`src/rtl/mc1.sv`:
```
// Machine-Check-1: 4-input Boolean function with a registered, valid-qualified
// copy of the result and a saturating count of captured ones.
module mc1 #(
  parameter int CNT_W = 8
) (
  input  logic             clk,
  input  logic             rst,
  input  logic             a,
  input  logic             b,
  input  logic             c,
  input  logic             d,
  input  logic             in_valid,
  output logic             f,
  output logic             f_q,
  output logic             out_valid,
  output logic [CNT_W-1:0] ones_cnt
);

  wire a_n, b_n, c_n, d_n;
  wire t_ac, t_bd, t_abd, t_abc;

  // F = A'C' + BD + A'B'D' + AB'C
  not g_na (a_n, a);
  not g_nb (b_n, b);
  not g_nc (c_n, c);
  not g_nd (d_n, d);
  and g_t0 (t_ac,  a_n, c_n);
  and g_t1 (t_bd,  b,   d);
  and g_t2 (t_abd, a_n, b_n, d_n);
  and g_t3 (t_abc, a,   b_n, c);
  or  g_f  (f, t_ac, t_bd, t_abd, t_abc);

  logic             res_q, res_d;
  logic             vld_q, vld_d;
  logic [CNT_W-1:0] cnt_q, cnt_d;

  always_comb begin
    res_d = res_q;
    vld_d = in_valid;
    cnt_d = cnt_q;
    if (in_valid) begin
      res_d = f;
      if (f && (cnt_q != {CNT_W{1'b1}})) cnt_d = cnt_q + 1'b1;
    end
  end

  always_ff @(posedge clk) begin
    if (rst) begin
      res_q <= 1'b0;
      vld_q <= 1'b0;
      cnt_q <= '0;
    end else begin
      res_q <= res_d;
      vld_q <= vld_d;
      cnt_q <= cnt_d;
    end
  end

  assign f_q       = res_q;
  assign out_valid = vld_q;
  assign ones_cnt  = cnt_q;

endmodule

```
`config.mk`:
```
export PLATFORM = sky130hd
export DESIGN_NAME = mc1
export DESIGN_NICKNAME = d
export VERILOG_FILES = /design/src/rtl/mc1.sv
export SDC_FILE = /design/constraint.sdc
export NUM_CORES = 1
export LEC_CHECK = 0
export ABC_AREA = 1
export CAP_MARGIN = 0
export CORE_MARGIN = 1.5
export CORE_UTILIZATION = 45
export CTS_CLUSTER_SIZE = 14
export DETAILED_ROUTE_END_ITERATION = 10
export GPL_TIMING_DRIVEN = 0
export MAX_ROUTING_LAYER = met4
export PLACE_DENSITY = 0.76
export SETUP_SLACK_MARGIN = 0.3
export SYNTH_ARGS = -nofsm -noshare
export SYNTH_HDL_FRONTEND = slang
export SYNTH_SLANG_ARGS = --single-unit
```
`constraint.sdc`:
```
create_clock -name clk -period 3.1 [get_ports clk]
set_clock_uncertainty 0.2 [all_clocks]
set_input_delay 0.62 -clock clk [delete_from_list [all_inputs] [get_ports clk]]
set_output_delay 0.62 -clock clk [all_outputs]
set_load 0.005 [all_outputs]
```
==> metrics.md, run 1 <==
| Metric | Value |
|---|---|
| Ports | `18` |
| Largest net degree at the start of global routing | `11` |
| Crit path required time | `2.28 ns` |
| Peak VDD IR | `0.259 mV` |
| Total Power | `292 uW` |
| Clock transition at the registers of the reported paths | `0.07 ns` |
| Final Core Density | `0.652` |
| Sequential area share after synthesis | `0.323` |
| Worst slew pin tran | `0.617 ns` |
| Final Setup Violations | `0` |
| Fmax | `417 MHz` |
| Yosys top cell area share | `0.323` |
| Detailed Routing Iterations Pass 1 | `4` |
| Gr usage total | `0.186` |
| Initial antenna violation count | `0` |
| Final worst-path cycle share | `0.773` |
| Worst Path Buf+Inv | `2` |
| Initial DRC count | `13` |
| Crit path kind | `primary input to output pin` |
| Worst path slowest cell | `clkdlybuf4s50_1` |
| Status | `finished clean` |
| Most frequent CP cell | `nor2_1` |
| Global-route wire length before repair | `1.89 mm` |
| GR Util met2 | `0.286` |
| Area leader, netlist | `dfxtp_1` |
| GR peak layer | `met2` |
| CORE AREA | `0.00128 mm2` |
| Syn nets | `95` |
| Via Count | `572` |
| Port Buf Inserts | `16` |
| CTS tree | `done` |
| Root Driver | `clkbuf_4` |
| Antenna Diode Count | `0` |
| Worst setup SP type | `primary input` |
| Vias in the first global route | `446` |
| Yosys warning count | `0` |
| Hold Worst Slack | `0.272 ns` |
| Ranking of synthesized cells by area | `dfxtp_1 32%, nand2_1 19%, a21oi_2 9.9%, inv_1 6.0%, nor2_4 5.4%` |
| WL final | `1.28 mm` |
| ANT nets after route | `0` |
| CP max stage delay | `0.48 ns` |
| Worst-path cell chain | `clkdlybuf4s50_1 > nor2_1 > nor2_1 > nand2_4 > dlymetal6s2s_1` |
| DP HPWL | `947 um` |
| Rows | `13` |
| Clock tree buffer depth | `2` |
| Total global routing overflow | `0` |
| DR WL/cell | `10.5 um` |
| Final hold vios | `0` |
| Crit-path leading delay family | `buffers and inverters` |
| Layout cells sized above 1 | `0.187` |
| Die Ht | `40.1 um` |
| Synthesized cell area | `621 um2` |
| Clock buffer count from CTS | `3` |
| Routability cong. | `0.848` |
| MaxCap Viol Count | `0` |
| Pleak | `0.000358 uW` |
| DR vias/cell | `4.69` |
| Die X | `40.1 um` |
| Hold buffers post-CTS | `0` |
| H-tree levels | `1` |
| DRC violations left | `0` |
| Slew Viols, Final | `0` |
| Clock sinks | `10` |
| Syn Inst Count | `87` |
| Initial cell density of the core | `0.483` |
| Grt met1 use | `0.227` |
| Crit path time final | `2.40 ns` |
| CP arrival | `1.58 ns` |
| Worst rel slew slack | `0.589` |
| Syn avg cell area | `7.13 um2` |
| Nets | `116` |
| Maximum fanout along the worst path | `5` |
| Pwr per Cell Area | `349 mW/mm2` |
| Post-CTS resize count | `0` |
| Grt met3 use | `0.0667` |
| RSZ-0062 raised after global routing | `false` |
| Die area | `0.00161 mm2` |
| Area growth syn-to-layout | `35.1%` |
| Clock Latency Late Sink | `0.26 ns` |
| Worst Hold Class | `register to register` |
| Final setup TNS | `0 ns` |
| Netlist cell types | `18` |
| Crit end category | `output pin` |
| Yosys reg bits | `10` |
| Post-CTS setup buffers | `0` |
==> cell usage after synthesis <==
cell,instances
nand3_4,1
clkbuf_1,1
o21ai_0,1
nor2_1,6
nand4_1,2
ha_1,1
dfxtp_1,10
nand2_4,2
inv_1,10
a21oi_1,2
xor2_1,3
nand2_2,2
nand3b_1,1
nor2_4,3
nand3_1,3
inv_2,1
a21oi_2,7
nand2_1,31
==> through the flow <==
stage | cells | setup slack (ns) | instance area, um2
6_report | 122 | 0.705 | 838
5_1_grt | 122 | 0.610 | 838
4_1_cts | 122 | 0.349 | 836
3_5_place_dp | 118 | 0.350 | 800
3_3_place_gp | 118 | 0.379 | 800
2_1_floorplan | 87 | 1.34 | 621
==> routing by layer <==
| layer | part of all wire | vias to the layer above | routed length, um |
|---|---|---|---|
| met5 | 0 | - | 0 |
| met4 | 0.0078 | 0 | 10 |
| met3 | 0.061 | 2 | 78 |
| met2 | 0.48 | 14 | 609 |
| met1 | 0.46 | 247 | 583 |
| li1 | - | 309 | - |
==> layout by cell type, fill, tap and decap left out <==
| cell | synthesis | routed |
|---|---|---|
| a21oi_2 | 7 | 7 |
| clkbuf_8 | 0 | 1 |
| a21oi_1 | 2 | 2 |
| nand2_4 | 2 | 2 |
| nand2_2 | 2 | 2 |
| clkdlybuf4s50_1 | 0 | 15 |
| nand3_1 | 3 | 3 |
| nand2_1 | 31 | 31 |
| nand4_1 | 2 | 2 |
| nand3b_1 | 1 | 1 |
| inv_2 | 1 | 1 |
| clkbuf_4 | 0 | 3 |
| xor2_1 | 3 | 3 |
| ha_1 | 1 | 1 |
| dlymetal6s2s_1 | 0 | 1 |
| clkbuf_1 | 1 | 1 |
| o21ai_0 | 1 | 1 |
| inv_1 | 10 | 10 |
| dfxtp_1 | 10 | 10 |
| nor2_1 | 6 | 6 |
| nand3_4 | 1 | 1 |
| nor2_4 | 3 | 3 |
==> state kept, by name (all words and copies together), names as in the netlist <==
signal and flops:
f_q 1, ones_cnt 8, out_valid 1
==> worst min-delay path, delay by kind of cell (launching register included) <==
kind	cells	cell delay [ns]
flip-flops	1	0.31
AO/OA/AOI/OAI	1	0.05
AND/OR/NAND/NOR	1	0.06
==> cell type report <==
| class | count | area [um2] |
|---|---|---|
| well taps | 15 | 18.8 |
| fillers | 124 | 447 |
| repair buffers | 16 | 163 |
| multi-input cells | 65 | 375 |
| plain buffers | 1 | 3.75 |
| inverters | 11 | 41.3 |
| clock buffers | 4 | 36.3 |
| flip-flops and latches | 10 | 200 |
==> power breakdown <==
part | leakage, uW | internal (uW) | switching, uW
Combinational | 0.000255 | 19.9 | 21.0
Clock | 0.0000210 | 71.3 | 45.9
Sequential | 0.0000812 | 132 | 2.72
==> cells by family after synthesis <==
group | after synthesis | synth area share
simple gates | 51 | 0.419
buf+inv | 12 | 0.0726
compound gates | 10 | 0.123
flops | 10 | 0.323
xor+xnor | 3 | 0.0423
fa+ha+maj | 1 | 0.0202
==> final timing paths <==
| check | end | slack (ns) | from | cells after the start |
|---|---|---|---|---|
| worst max-delay path | f | 0.70 | c | 5 |
| worst min register to register | f_q | 0.27 | f_q | 2 |
| worst max register to register | ones_cnt[3] | 1.56 | ones_cnt[0] | 8 |
| worst min-delay path | f_q | 0.27 | f_q | 2 |
(Power assumes the default switching activity.)
==> inputs of run 2 (changes only) <==
Clock period 3.1 ns to 2.51 ns, I/O delays scaled along.
==> run 2 against run 1 <==
Sequential share of layout area is 0.071 points lower. Die area stayed put. Hold slack hardly changed. Critical path type unchanged. Critical endpoint unchanged. Largest power group unchanged.
==> metrics.md, run 2 (synthesis results as in run 1) <==
| Metric | Value |
|---|---|
| WL final | `1.30 mm (was 1.28 mm)` |
| Worst Hold Class | `register to register (unchanged)` |
| Crit path required time | `1.81 ns (was 2.28 ns)` |
| Slew Viols, Final | `0 (unchanged)` |
| Worst-path cell chain | `clkdlybuf4s50_1 > inv_1 > nor2_1 > nand2_1 > nand2_4 > clkbuf_2 (was clkdlybuf4s50_1 > nor2_1 > nor2_1 > nand2_4 > dlymetal6s2s_1)` |
| Peak VDD IR | `0.320 mV (was 0.259 mV)` |
| Final worst-path cycle share | `0.827` |
| Post-placement worst setup slack | `-0.00433 ns (was 0.350 ns)` |
| Clock transition at the registers of the reported paths | `0.07 ns (about the same)` |
| Clock Latency Late Sink | `0.26 ns (about the same)` |
| Crit end category | `output pin (unchanged)` |
| RSZ-0062 raised after global routing | `false (unchanged)` |
| Routability cong. | `0.848 (unchanged)` |
| Initial DRC count | `15 (was 13)` |
| DP HPWL | `947 um (unchanged)` |
| Die Ht | `40.1 um (unchanged)` |
| Detailed Routing Iterations Pass 1 | `4 (unchanged)` |
| Most common cell after layout, fill and taps aside | `nand2_1 (unchanged)` |
| Area growth syn-to-layout | `35.5% (was 35.1%)` |
| Worst slew pin tran | `0.619 ns (was 0.617 ns)` |
| Total global routing overflow | `0 (unchanged)` |
| H-tree levels | `1 (unchanged)` |
| Die X | `40.1 um (unchanged)` |
| Worst setup startpoint | `c (unchanged)` |
| Worst flop-to-flop path startpoint | `ones_cnt[0] (unchanged)` |
| CTS tree | `done (unchanged)` |
| Nets | `117 (was 116)` |
| CP max stage delay | `0.48 ns (about the same)` |
| Crit path kind | `primary input to output pin (unchanged)` |
| Rows | `13 (unchanged)` |
| Max FFs per register | `8 (unchanged)` |
| Pleak | `0.000354 uW (was 0.000358 uW)` |
| Largest net degree at the start of global routing | `11 (unchanged)` |
| CP arrival | `1.37 ns (was 1.58 ns)` |
| Commonest cells after routing, fill and taps aside | `31 x nand2_1, 15 x clkdlybuf4s50_1, 10 x inv_1, 10 x dfxtp_1, 7 x a21oi_2 (unchanged)` |
| Total Power | `364 uW (was 292 uW)` |
| CORE AREA | `0.00128 mm2 (unchanged)` |
| Gr usage total | `0.186 (unchanged)` |
| GR Util met2 | `0.286 (unchanged)` |
| Initial cell density of the core | `0.483 (unchanged)` |
| Fin cells | `123 (was 122)` |
| Initial antenna violation count | `0 (unchanged)` |
| Grt met3 use | `0.0667 (unchanged)` |
| Worst rel slew slack | `0.588 (was 0.589)` |
| Fin worst setup slack | `0.433 ns (was 0.705 ns)` |
| Die area | `0.00161 mm2 (unchanged)` |
| Pwr per Cell Area | `433 mW/mm2 (was 349 mW/mm2)` |
| DP Cell Count | `118 (unchanged)` |
| Global-route wire length before repair | `1.89 mm (unchanged)` |
| Status | `finished clean (unchanged)` |
| DRC violations left | `0 (unchanged)` |
| Clock buffer count from CTS | `3 (unchanged)` |
| Hold Startpoint | `f_q (unchanged)` |
| Vias in the first global route | `446 (unchanged)` |
| Maximum fanout along the worst path | `2 (was 5)` |
| Clock sinks | `10 (unchanged)` |
| MaxCap Viol Count | `0 (unchanged)` |
| Worst setup SP type | `primary input (unchanged)` |
| Worst path slowest cell | `clkdlybuf4s50_1 (unchanged)` |
| ANT nets after route | `0 (unchanged)` |
| Root Driver | `clkbuf_4 (unchanged)` |
| Clock tree buffer depth | `2 (unchanged)` |
| Ports | `18 (unchanged)` |
| Layout cells sized above 1 | `0.213 (was 0.187)` |
| GR peak layer | `met2 (unchanged)` |
| Final Setup Violations | `0 (unchanged)` |
| Via Count | `580 (was 572)` |
| DR WL/cell | `10.6 um (was 10.5 um)` |
| Antenna Diode Count | `0 (unchanged)` |
| Port Buf Inserts | `16 (unchanged)` |
| Final hold vios | `0 (unchanged)` |
| Layout fillers | `123 (was 124)` |
| DR vias/cell | `4.72 (was 4.69)` |
| Fmax | `481 MHz` |
| Crit path time final | `2.08 ns` |
| Grt met1 use | `0.227 (unchanged)` |
==> run 2: cell count changes in the layout (fill, tap and decap cells not counted), sizes merged <==
cell,previous run,this run
buf,0,1
dlymetal6s2s,1,0
clkbuf,5,6
==> run 2: worst paths after layout <==
kind	end	slack, ns	depth (start not counted)
setup / recovery	f	0.43	6
hold / removal	f_q	0.27	2
setup reg to reg	ones_cnt[3]	0.97	8
hold reg to reg	f_q	0.27	2
==> run 2: metrics by stage <==
stage                util  setup TNS [ns]  hold WS [ns]  area (um2)
floorplan               -               0         0.260         621
global placement    0.622               0         0.250         800
finish              0.654               0         0.272         841
detailed placement  0.622        -0.00433         0.259         800
global route        0.654               0         0.287         841
CTS                 0.657               0         0.273         845
==> run 2: routing by layer <==
layer  vias to the layer above  routed length [um]
li1                        312                   -
met4                         0                  10
met5                         -                   0
met3                         2                  73
met2                        12                 613
met1                       254                 605
==> run 2: what timing repair did <==
| action | CTS | global route |
|---|---|---|
| endpoints found under the setup margin | 1 | 1 |
| hold buffers | 0 | 0 |
| pin swaps | 2 | 2 |
| resized for setup | 2 | 2 |
| buffers inserted | 1 | 0 |
==> run 2: worst max-delay path: cells and delay by family <==
kind	cells	cell delay [ns]
AND/OR/NAND/NOR	3	0.25
buffers and inverters	3	0.62
==> run 2: cell type report <==
cell class              count  area, um2  area share
clock buffers               4       36.3      0.0432
flip-flops and latches     10        200       0.238
plain buffers               1       3.75     0.00446
well taps                  15       18.8      0.0223
inverters                  11       41.3      0.0491
multi-input cells          65        378       0.449
repair buffers             17        163       0.193
==> run 2: report_power, final <==
group          internal, uW  leakage (uW)  switching, uW  total (uW)
Clock                  88.0     0.0000210           56.9         145
Combinational          25.8      0.000252           27.0        52.8
Sequential              163     0.0000812           3.36         166
Total                   276      0.000354           87.3         364
==> inputs of run 3 (changes only) <==
Settings changed: CORE_UTILIZATION 45 to 40, PLACE_DENSITY 0.76 to 0.72.
Clock period 2.51 ns to 1.9 ns, I/O delays scaled along.
==> run 3 against run 2 <==
Register-to-register slack got worse by 0.63 ns. Routed wire length increased by 7.7%. Count of clock-buffer cells in the layout decreased by 1. Core utilization decreased by 1.6 points. First-iteration DRC count decreased by 40%. Die area increased by 12%. Total power increased by 22%. Combinational power increased by 52%. Non-clock buffer count increased by 10. Via count increased by 16%. Critical endpoint unchanged.
==> metrics.md, run 3 (synthesis results as in run 1) <==
| Metric | Value |
|---|---|
| Clock transition at the registers of the reported paths | `0.07 ns (about the same)` |
| WL final | `1.40 mm (was 1.30 mm)` |
| DP HPWL | `885 um (was 947 um)` |
| Largest net degree at the start of global routing | `11 (unchanged)` |
| Final Setup Violations | `0 (unchanged)` |
| Critical path depth | `6 (unchanged)` |
| Most common cell after layout, fill and taps aside | `nand2_1 (unchanged)` |
| Clock buffer count from CTS | `3 (unchanged)` |
| DR vias/cell | `5.04 (was 4.72)` |
| Die X | `42.4 um (was 40.1 um)` |
| Ports | `18 (unchanged)` |
| Commonest cells after routing, fill and taps aside | `26 x nand2_1, 13 x dlygate4sd2_1, 10 x inv_1, 9 x buf_4, 7 x a21oi_2 (was 31 x nand2_1, 15 x clkdlybuf4s50_1, 10 x inv_1, 10 x dfxtp_1, 7 x a21oi_2)` |
| Clock sinks | `10 (unchanged)` |
| Fmax | `625 MHz` |
| Antenna Diode Count | `0 (unchanged)` |
| Initial antenna violation count | `0 (unchanged)` |
| Worst rel slew slack | `0.590 (was 0.588)` |
| Routability cong. | `0.834 (was 0.848)` |
| Fin worst setup slack | `0.299 ns (was 0.433 ns)` |
| H-tree levels | `1 (unchanged)` |
| Nets | `127 (was 117)` |
| Pleak | `0.000474 uW (was 0.000354 uW)` |
| Switch Pwr | `120 uW (was 87.3 uW)` |
| Initial DRC count | `9 (was 15)` |
| Sequential share of power | `0.487 (was 0.456)` |
| Crit path kind | `primary input to output pin (unchanged)` |
| Worst path slowest cell | `dlygate4sd2_1 (was clkdlybuf4s50_1)` |
| Root Driver | `clkbuf_4 (unchanged)` |
| Worst setup SP type | `primary input (unchanged)` |
| FF-to-FF path depth | `9 (was 8)` |
| Crit end category | `output pin (unchanged)` |
| Initial cell density of the core | `0.422 (was 0.483)` |
| Die area | `0.00180 mm2 (was 0.00161 mm2)` |
| Crit path time final | `1.60 ns` |
| Worst Path Buf+Inv | `3 (unchanged)` |
| Internal | `323 uW (was 276 uW)` |
| Final hold vios | `0 (unchanged)` |
| Hold Worst Slack | `0.282 ns (was 0.272 ns)` |
| RSZ-0062 raised after global routing | `true (was false)` |
| CORE AREA | `0.00147 mm2 (was 0.00128 mm2)` |
| DR WL/cell | `10.5 um (was 10.6 um)` |
| Clock tree buffer depth | `2 (unchanged)` |
| Worst Hold Class | `register to register (unchanged)` |
| Layout cells sized above 1 | `0.393 (was 0.213)` |
| Die Ht | `42.4 um (was 40.1 um)` |
| Rows | `14 (was 13)` |
| Clock share of power | `0.332 (was 0.398)` |
| Comb pwr share | `0.181 (was 0.145)` |
| CTS tree | `done (unchanged)` |
| Peak VDD IR | `0.272 mV (was 0.320 mV)` |
| Global-route wire length before repair | `2.19 mm (was 1.89 mm)` |
| Crit path required time | `1.32 ns (was 1.81 ns)` |
| Hold depth | `2 (unchanged)` |
| CP max stage delay | `0.24 ns (was 0.48 ns)` |
| Slew Viols, Final | `0 (unchanged)` |
| Design Area, Final | `940 um2 (was 841 um2)` |
| Post-placement worst setup slack | `-0.383 ns (was -0.00433 ns)` |
| Detailed Routing Iterations Pass 1 | `4 (unchanged)` |
| Layout fillers | `147 (was 123)` |
| Crit-path leading delay family | `buffers and inverters (unchanged)` |
| Area growth syn-to-layout | `51.4% (was 35.5%)` |
| Status | `finished clean (unchanged)` |
| ANT nets after route | `0 (unchanged)` |
| Vias in the first global route | `569 (was 446)` |
| DRC violations left | `0 (unchanged)` |
| Gr usage total | `0.168 (was 0.186)` |
| Slack of the worst reg-to-reg path | `0.34 ns (was 0.97 ns)` |
| Maximum fanout along the worst path | `2 (unchanged)` |
| CP arrival | `1.02 ns (was 1.37 ns)` |
| Clock Latency Late Sink | `0.27 ns (was 0.26 ns)` |
| Final worst-path cycle share | `0.842` |
| Total global routing overflow | `0 (unchanged)` |
| Hold buffers post-CTS | `0 (unchanged)` |
| Via Count | `670 (was 580)` |
| Worst-path cell chain | `dlygate4sd2_1 > nand2_1 > inv_1 > nor2_2 > nand2_4 > buf_2 (was clkdlybuf4s50_1 > inv_1 > nor2_1 > nand2_1 > nand2_4 > clkbuf_2)` |
| Port Buf Inserts | `16 (unchanged)` |
| Pwr per Cell Area | `471 mW/mm2 (was 433 mW/mm2)` |
| Placed Area | `801 um2 (was 800 um2)` |
| Switching Fraction | `0.271 (was 0.240)` |
| MaxCap Viol Count | `0 (unchanged)` |
| Max FFs per register | `8 (unchanged)` |
| Worst slew pin tran | `0.615 ns (was 0.619 ns)` |
-- run 3: cell count changes in the layout (fill, tap and decap cells not counted), moves of 2 or more --
cell / previous run / this run
clkdlybuf4s50_1: 15 / 1
dlygate4sd2_1: 0 / 13
buf_4: 1 / 9
dfxtp_1: 10 / 2
dfxtp_2: 0 / 6
nand2_1: 31 / 26
nand2_2: 2 / 6
buf_6: 0 / 2
dfxtp_4: 0 / 2
-- run 3: layer usage --
metal / up-vias / share of wire / global-route usage
met5: - / 0 / -
met4: 0 / 0.021 / 0.113
met3: 4 / 0.085 / 0.0302
met2: 32 / 0.46 / 0.265
met1: 300 / 0.43 / 0.192
li1: 334 / - / -
-- run 3: cell type report --
cell class / count / area [um2] / share of cell area
repair buffers: 27 / 229 / 0.244
inverters: 11 / 41.3 / 0.0439
multi-input cells: 65 / 408 / 0.434
plain buffers: 1 / 3.75 / 0.00399
clock buffers: 3 / 22.5 / 0.0240
flip-flops and latches: 10 / 215 / 0.229
well taps: 16 / 20.0 / 0.0213
-- run 3: power groups by stage --
stage / sequential (uW) / combinational [uW] / clock, uW
2_1_floorplan: 224 / 34.4 / 0
4_1_cts: 215 / 71.4 / 154
5_1_grt: 216 / 87.5 / 160
3_3_place_gp: 224 / 67.4 / 0
3_5_place_dp: 224 / 67.9 / 0
6_report: 216 / 80.3 / 147
-- run 3: worst min-delay path, delay by kind of cell (launching register included) --
family,cells,cell delay [ns]
and+or+nand+nor,1,0.06
DFF,1,0.31
AOI/OAI and AO/OA,1,0.06
-- run 3: worst paths after layout --
path / start / to
min reg2reg: f_q / f_q
max: d / f
max reg2reg: ones_cnt[0] / ones_cnt[1]
min: f_q / f_q
-- run 3: what timing repair did --
item                       CTS  global route
resized for setup           29            11
pin swaps                    9             6
setup endpoints to repair   18             8
buffers inserted             8             3
-- run 3: stage by stage --
stage	power (uW)	TNS (ns)	util	std cells
floorplan	259	0	-	87
global placement	291	-0.348	0.544	119
detailed placement	292	-0.468	0.544	119
CTS	440	0	0.603	130
global route	464	0	0.639	133
finish	443	0	0.639	133
==> patch (flow settings as in run 1) <==
Change the parameter `CNT_W` from 8 to 10.
--- a/src/rtl/mc1.sv
+++ b/src/rtl/mc1.sv
@@ -3,3 +3,3 @@
 module mc1 #(
-  parameter int CNT_W = 8
+  parameter int CNT_W = 10
 ) (
Ports: changed (resized ones_cnt); port bits go from 18 to 20. The function was not compared with the original's and may differ.
==> patch against run 1 <==
Via count up 29%. Die area up 17%. Combinational power up 26%. Count of clock-buffer cells in the layout unchanged. Core utilization down 1.4 points. Hold slack better by 4.7 ps. Final area up 16%. Total power up 18%. Setup slack worse by 27 ps. Routed wire length up 18%. Largest power group unchanged. Sequential cell count up 2. Non-clock buffer count up 2. Area after synthesis up 18%.
==> patch: results (changes against run 1) <==
| Metric | Value |
|---|---|
| Dpl ws | 364 ps (+14.5 ps) |
| FF/Latch Area | 240 um^2 (+20%) |
| Total wire length | 1520 um (+18%) |
| Post-synthesis sequential area ratio | 32.8% (+0.51 points) |
| Worst-skew pair later-pin latency | 280 ps (+20 ps) |
| Cell count after synthesis | 109 (+25%) |
| Post-DP Area | 933 um^2 (+17%) |
| Largest register FFs | 10 (+2) |
| Largest net degree at the start of global routing | 10 (-1) |
| Status | finished, final reports clean |
| PortBufs | 18 (+2) |
| Tot GR Track Use | 18.1% (-0.48 points) |
| Post-detail-place hpwl | 1160 um (+22%) |
| Post-Syn Nets | 117 (+23%) |
| RePlAce Congestion | 0.779 (-8.1%) |
| # fillers | 140 (+13%) |
| First-pass GRT wire length | 2400 um (+27%) |
| Top cells by area, synth | dfxtp_1 (33%), nand2_1 (17%), inv_1 (6.1%) |
| Relative slew slack | 73.3% (+14 points) |
| Vias in the first global route | 553 (+24%) |
| Synth unique cells | 21 (+3) |
| WL/cell | 10.3 um (-1.7%) |
| Pre-Repair DR Iteration Count | 2 (-2) |
| VDD IR max | 0.000259 V (+0.13%) |
| Worst Path Arrival | 1600 ps (+20 ps) |
| Most instantiated cells after synthesis | nand2_1 (34), dfxtp_1 (12), inv_1 (12), nor2_1 (12), a21oi_1 (7) |
-- patch: logic make-up after synthesis --
logic type	share of synthesized area, %
buf+inv	6.65
flops	32.8
fa+ha+maj	1.71
compound gates	8.87
xor+xnor	2.39
simple gates	47.6
-- patch: per-layer routing --
layer / routed length, um / global-route usage (%)
met1: 721 / 21.0
met2: 698 / 27.2
met3: 62 / 5.00
met4: 35 / 12.1
met5: 0 / -
-- patch: area by class of cell --
type / count / share of cell area, %
Clock buffer: 4 / 3.73
Buffer: 1 / 0.386
Timing Repair Buffer: 18 / 18.8
Multi-Input combinational cell: 84 / 45.7
Inverter: 12 / 4.63
Tap cell: 16 / 2.06
Sequential cell: 12 / 24.7
-- patch: critical path, cell delays in order --
cell and delay, ps:
clkdlybuf4s50_1 430, nand2_1 80, inv_1 40, nor2_1 150, nand2_4 110, dlymetal6s2s_1 170
-- patch: power breakdown --
part           switching (mW)  internal [mW]  total [mW]  leakage, nW
combinational          0.0256         0.0259      0.0515        0.265
clock                  0.0565         0.0714       0.128       0.0210
sequential            0.00555          0.159       0.165       0.0977
-- patch: path summary, 6_finish.rpt --
path                from     endpoint  slack, ps  cells after the start
max                    b            f        680                      6
min                  f_q          f_q        280                      2
max reg2reg  ones_cnt[0]  ones_cnt[8]       1470                      8
min reg2reg          f_q          f_q        280                      2
